## src/rtl/os_generator.sv

```systemverilog
// ============================================================================
// os_generator
// ----------------------------------------------------------------------------
// TX counterpart of os_checker in the PCIe LTSSM path. Builds 128-bit TS1/TS2
// ordered sets for the current LTSSM substate and streams them over a
// valid/ready handshake. Also counts the ordered sets accepted since the last
// substate change and flags when the minimum-send count has been reached.
//
// Parameters:
//   DOWNSTREAM    1: propose link number in Config.LinkWidthStart, 0: send PAD
//   MIN_TS_COUNT  accepted-OS count at which min_sent asserts (1..2047)
//   N_FTS         value placed in symbol 2
//
// Ports:
//   clk                     clock
//   reset                   asynchronous reset, active-high
//   substate[3:0]           LTSSM substate (0 detectQuiet .. 9 configurationIdle)
//   tx_enable               permits ordered-set generation
//   linkNumber[7:0]         link number for configuration substates
//   laneNumber[7:0]         lane number for configuration substates
//   rateid[7:0]             data-rate identifier (symbol 3)
//   os_ready                downstream accepts orderedset this cycle
//   upconfigure_capability  (OS_GEN_UPCONFIG_EN only) s4 bit 6 of TS2
//   orderedset[127:0]       ordered set, symbol k at bits [8k+7:8k]
//   os_valid                orderedset is valid
//   tx_count[10:0]          accepted OS in current substate, saturates at 2047
//   min_sent                tx_count >= MIN_TS_COUNT
//
// Build option: define OS_GEN_UPCONFIG_EN to add upconfigure_capability.
// ============================================================================
module os_generator #(
    parameter int          DOWNSTREAM   = 0,
    parameter int          MIN_TS_COUNT = 16,
    parameter logic [7:0]  N_FTS        = 8'd0
) (
    input  logic           clk,
    input  logic           reset,
    input  logic [3:0]     substate,
    input  logic           tx_enable,
    input  logic [7:0]     linkNumber,
    input  logic [7:0]     laneNumber,
    input  logic [7:0]     rateid,
    input  logic           os_ready,
`ifdef OS_GEN_UPCONFIG_EN
    input  logic           upconfigure_capability,
`endif
    output logic [127:0]   orderedset,
    output logic           os_valid,
    output logic [10:0]    tx_count,
    output logic           min_sent
);

    localparam logic [7:0]  PAD     = 8'hF7;
    localparam logic [7:0]  TS1_ID  = 8'h2A;
    localparam logic [7:0]  TS2_ID  = 8'h25;
    localparam logic [10:0] CNT_MAX = 11'd2047;
    localparam logic [10:0] MIN_CNT = 11'(MIN_TS_COUNT);

    typedef enum logic {
        IDLE,
        SEND
    } state_t;

    state_t         state_q;
    logic [3:0]     substate_q;
    logic [127:0]   os_q;
    logic           valid_q;
    logic [10:0]    count_q;
    logic [10:0]    count_d;
    logic [127:0]   os_load_d;
    logic           tx_sub;
    logic           accept;

    logic [7:0]     link_sym;
    logic [7:0]     lane_sym;
    logic [7:0]     ts_id;
    logic [7:0]     ctrl_sym;

    assign tx_sub = tx_enable && (substate_q >= 4'd2) && (substate_q <= 4'd8);
    assign accept = valid_q && os_ready;

    // Ordered-set content for the registered substate; only loaded when tx_sub.
    always_comb begin
        link_sym = PAD;
        lane_sym = PAD;
        ts_id    = TS1_ID;
        ctrl_sym = '0;
        case (substate_q)
            4'd3: ts_id = TS2_ID;
            4'd4: begin
                if (DOWNSTREAM != 0) link_sym = linkNumber;
            end
            4'd5: link_sym = linkNumber;
            4'd6, 4'd7: begin
                link_sym = linkNumber;
                lane_sym = laneNumber;
            end
            4'd8: begin
                link_sym = linkNumber;
                lane_sym = laneNumber;
                ts_id    = TS2_ID;
            end
            default: ;
        endcase
`ifdef OS_GEN_UPCONFIG_EN
        if (substate_q == 4'd3 || substate_q == 4'd8)
            ctrl_sym[6] = upconfigure_capability;
`endif
        os_load_d = {{11{ts_id}}, ctrl_sym, rateid, N_FTS, lane_sym, link_sym};
    end

    // A substate change wins over a same-cycle accept.
    always_comb begin
        count_d = count_q;
        if (substate != substate_q)
            count_d = '0;
        else if (accept && count_q != CNT_MAX)
            count_d = count_q + 11'd1;
    end

    always_ff @(posedge clk or posedge reset) begin
        if (reset) begin
            state_q    <= IDLE;
            substate_q <= '0;
            os_q       <= '0;
            valid_q    <= 1'b0;
            count_q    <= '0;
        end else begin
            substate_q <= substate;
            count_q    <= count_d;
            case (state_q)
                IDLE: begin
                    if (tx_sub) begin
                        state_q <= SEND;
                        valid_q <= 1'b1;
                        os_q    <= os_load_d;
                    end
                end
                SEND: begin
                    // Held OS stays on the bus until accepted, whatever
                    // tx_enable or substate do meanwhile.
                    if (os_ready) begin
                        if (tx_sub) begin
                            os_q <= os_load_d;
                        end else begin
                            state_q <= IDLE;
                            valid_q <= 1'b0;
                        end
                    end
                end
                default: begin
                    state_q <= IDLE;
                    valid_q <= 1'b0;
                end
            endcase
        end
    end

    assign orderedset = os_q;
    assign os_valid   = valid_q;
    assign tx_count   = count_q;
    assign min_sent   = (count_q >= MIN_CNT);

endmodule

```

## config.mk

```make
export PLATFORM = sky130hd
export DESIGN_NAME = os_generator
export DESIGN_NICKNAME = d
export VERILOG_FILES = /design/src/rtl/os_generator.sv
export SDC_FILE = /design/constraint.sdc
export NUM_CORES = 1
export LEC_CHECK = 0
export BUFFER_PORTS_ARGS = -buffer_cell sky130_fd_sc_hd__buf_4
export CAP_MARGIN = 20
export CORE_ASPECT_RATIO = 0.6
export CORE_MARGIN = 1
export CORE_UTILIZATION = 29
export DETAILED_ROUTE_END_ITERATION = 10
export PLACE_DENSITY_LB_ADDON = 0.25
export SLEW_MARGIN = 20
export SYNTH_ARGS = -nofsm -noshare
export SYNTH_HDL_FRONTEND = slang
export SYNTH_SLANG_ARGS = --single-unit
```

## constraint.sdc

```tcl
create_clock -name clk -period 4.15 [get_ports clk]
set_input_delay 0.6225 -clock clk [delete_from_list [all_inputs] [get_ports clk]]
set_output_delay 0.6225 -clock clk [all_outputs]
set_load 0.005 [all_outputs]
```

* After elaboration in Yosys (flattened, before gate mapping)
Index checks and enable logic that the tools add are counted.
Storage, ports and cells: flip-flop bits (word level) 145, logic and storage cells 44
Operators by class: $add $sub $neg 1, order comparisons 3, equality and inequality tests 10, mux-type cells 15, bitwise logic cells 1, reductions and logical operators 9
Operators with widths (number):
- 2-to-1 mux 128 bit | 2
- one-hot mux 128 bit (2 select lines) | 1
- 2-to-1 mux 11 bit | 2
- 2-to-1 mux 8 bit | 2
- equality test 4 x 3 -> 1 bit, second input constant | 3
- adder 11 x 1 -> 11 bit, second input constant | 1
- >= comparator 11 x 5 -> 1 bit, second input constant | 1
- inequality test 11 bit, second input constant | 1
- inequality test 2 bit, second input constant | 3
- 2-to-1 mux 1 bit | 5
- equality test 4 x 2 -> 1 bit, second input constant | 1
- equality test 4 bit, second input constant | 1
- >= comparator 4 x 2 -> 1 bit, second input constant | 1
- <= comparator 4 bit, second input constant | 1
- logical AND 1 bit | 4
- 2-to-1 mux 4 bit | 1
- inequality test 4 bit | 1
- one-hot mux 1 bit (2 select lines) | 2
- OR reduction 4 bit | 1
- AND reduction 3 bit | 1
- OR reduction 3 bit | 1
- nonzero test 2 bit | 1
- OR reduction 2 bit | 1
- NOT 1 bit | 1

* Longest topological paths before layout
word-level depth 6, depth in mapped cells 5, gate-level depth less buffers 5

* Worst setup path before layout
No wires, ideal clock.
path kind reg-to-reg, start point register substate_q[1], end point register os_q[123] (netlist: orderedset[123]), library setup time 122 ps, arrival 1479 ps, data required time 4028 ps, setup slack 2549 ps, cell stages (with the launch flop) 5, period minus slack after synthesis 1601 ps, path through dfrtp_1 > nor4b_4 > o211ai_4 > or3_1 > a21boi_1
On the way: longest elaborated chain between the ends 6
Ends and longest elaborated chain:
- start: declaration | line 65 | logic [3:0] substate_q;
- start signal: assignment | line 129 | substate_q <= substate;
- >= comparator 4 x 2 -> 1 bit, or another cell as far along | line 79 | assign tx_sub = tx_enable && (substate_q >= 4'd2) && (substate_q <= 4'd8);
- logical AND 1 bit or OR reduction 2 bit (tied branches)
- logical AND 1 bit or 2-to-1 mux 4 bit (tied branches) | line 79, 88
- 2-to-1 mux 128 bit * | line 133, 143
- 2-to-1 mux 128 bit | line 142 | if (os_ready) begin
- one-hot mux 128 bit (2 select lines) * | line 131 | case (state_q)
- end signal: assignment | line 136 | os_q <= os_load_d;
- end signal: assignment | line 144 | os_q <= os_load_d;
- end: declaration | line 66 | logic [127:0] os_q;
Mark *: on every way between the ends. The rest lies on a longest branch, timed or not. The select of a mux whose other input is x is not followed. A chain may end at the register's enable or synchronous reset.

* Worst setup path after layout
Same ends and word-level chain as after synthesis.

==> summary.txt <==
flops & latches, synth = 44
Ports = 173
number of flops mapped to enable cells by yosys = 0
worst-path fanout max = 44
Fmax achieved = 480 MHz
initial antenna violation count = 0
Cells after Synth = 289
worst path arrival time = 2.21 ns
skew final = 0.00452 ns
vias in the first global route = 1573
post-synth top area share = 40.3%
Post-route DRC = 0
# setup viols final = 0
Core ar. = 0.00916 mm²
leading area contributor after synthesis = dfrtp_1
CTS H-tree depth = 2
final net count = 396
Die Y = 77.2 µm
CTS tree = yes
ANT cells = 0
Fill cells = 946
CTS Root Cell = clkbuf_16
unrepaired setup endpoints after global routing = no
global-route usage over all layers = 11.1%
Post-Syn Area per Cell = 9.45 µm²
largest net degree at the start of global routing = 45
Post-synth ARST share = 100%
period utilization = 50.2%
layout cells sized above 1 = 39.7%
DRT antenna net count = 0
Worst Setup Start Kind = flop
Total Neg Setup Slack = 0 ns
total gr overflow = 0
Placer Congestion = 0.809
Layout area overhead = 23.2%
Die Wd = 127 µm
Max Slew Vio Count = 0
CP Class = reg2reg
final core occ = 36.8%
top-count cell post-synth = buf_4
status = complete, no violations
crit end category = flop
Via Count = 1952
CTS Buffer Depth = 2
CTS Sinks = 44
Starting Density = 29.8%
Final Power = 1.20 mW
hold buffers post-CTS = 0
cts repair resizes = 0
post-synthesis sequential area ratio = 40.3%
Slew HR = 33.1%
Synth Cell Area = 0.00273 mm²
routed len/inst = 11.2 µm
die area = 0.00982 mm²
first-pass GRT wire length = 8290 µm
final hold violation count = 0
worst reg-to-reg setup slack = 2.07 ns
router iterations before antenna repair = 4
worst-skew pair later-pin latency = 0.28 ns
final wirelength = 5520 µm
Avg Vias per Cell = 3.96
violation count after the first detailed-route iteration = 83
synth unique cells = 34
clock slew at reported path FFs = 0.06 ns
max-cap violations = 0
post-CTS setup buffer count = 0
VDD IR max = 0.000128 V
hold slack = 0.459 ns
Final min period = 2.08 ns
required time of the worst setup path = 4.28 ns
main flop type after synthesis = dfrtp_1
P_leak = 1.65 nW
CTS buffer count = 5
Slew @ Worst Pin = 0.999 ns
top cells by area, synth = dfrtp_1, buf_4, o21ai_0
post-DP HPWL = 4190 µm
yosys warns = 0
power density cells = 356 mW/mm²
port bufs = 123
top post-synthesis cells by count = buf_4, dfrtp_1, nand2_1, nor2_1, o21ai_0
row count = 27
Hold/Removal Path Class = in2reg
## final cells by class
cell class / count / area (µm²) / share of cell area (%)
tap: 130 / 163 / 4.83
multi-input combinational: 184 / 1010 / 30.2
timing repair buffer: 123 / 923 / 27.4
sequential: 44 / 1100 / 32.7
inverter: 4 / 16.3 / 0.483
clock buffer: 8 / 146 / 4.35
## logic make-up (layout without fill, tap and decap cells)
family	Yosys count	after routing	share of synthesized area, %
other	1	49	0.137
and+or+nand+nor	78	78	14.2
muxes	9	9	3.71
AOI/OAI and AO/OA	38	38	8.98
DFF	44	44	40.3
xor gates and xnor gates	8	8	2.57
adders and majority gates	2	2	0.916
buffers and inverters	109	135	29.1
## flip-flops by register name (all words and copies together), names as in the netlist
| register | cells |
|---|---|
| state_q | 1 |
| orderedset | 27 |
| tx_count | 11 |
| os_valid | 1 |
| substate_q | 4 |
## report_power, final
group	switching (mW)	internal [mW]
clock network	0.154	0.240
registers	0.0455	0.483
logic	0.108	0.166
total	0.308	0.889
## through the flow
step	cell area [µm²]	instances	setup WS (ns)
final	3360	493	2.07
after global routing	3360	493	1.84
after CTS	3360	493	2.01
after detailed placement	3220	485	2.01
after global placement	3220	485	2.08
after floorplan	2910	337	2.50
## worst max-delay path, stage by stage, from the launching register on
cell	delay, ns
dfrtp_1	0.46
nor4b_4	0.43
o211ai_4	0.39
or3_1	0.50
a21boi_1	0.14
## metal layers
metal / vias to the layer above / GRT usage (%) / wire length, µm
li1: 963 / - / -
met1: 881 / 14.7 / 2650
met2: 101 / 16.3 / 2320
met3: 7 / 3.98 / 466
met4: 0 / 4.64 / 85
met5: - / 0 / 0
## final timing paths
kind / cells past startpoint / from / to
max: 4 / substate_q[1] / orderedset[123]
min: 1 / substate[3] / substate_q[3]
max reg2reg: 4 / substate_q[1] / orderedset[123]
min reg2reg: 2 / orderedset[13] / orderedset[13]
max in group asynchronous: 2 / reset / orderedset[1]
min in group asynchronous: 2 / reset / tx_count[9]
## cell usage in the layout (no fill, tap or decap), types with 2 or more instances in the layout
| cell | instances |
|---|---|
| mux2_2 | 9 |
| xnor2_1 | 8 |
| clkbuf_16 | 5 |
| nand2b_1 | 4 |
| o21ai_0 | 21 |
| nand3_1 | 6 |
| conb_1 | 49 |
| nor2_1 | 21 |
| a211oi_1 | 2 |
| nand2_1 | 24 |
| and3_1 | 2 |
| inv_1 | 3 |
| nand4_1 | 6 |
| clkbuf_1 | 2 |
| ha_1 | 2 |
| and4_1 | 3 |
| nor3_1 | 3 |
| nor4_1 | 2 |
| dfrtp_1 | 44 |
| buf_4 | 123 |
| a21oi_1 | 6 |
| or3_1 | 4 |
No activity file was read; power rests on OpenSTA's default activity.
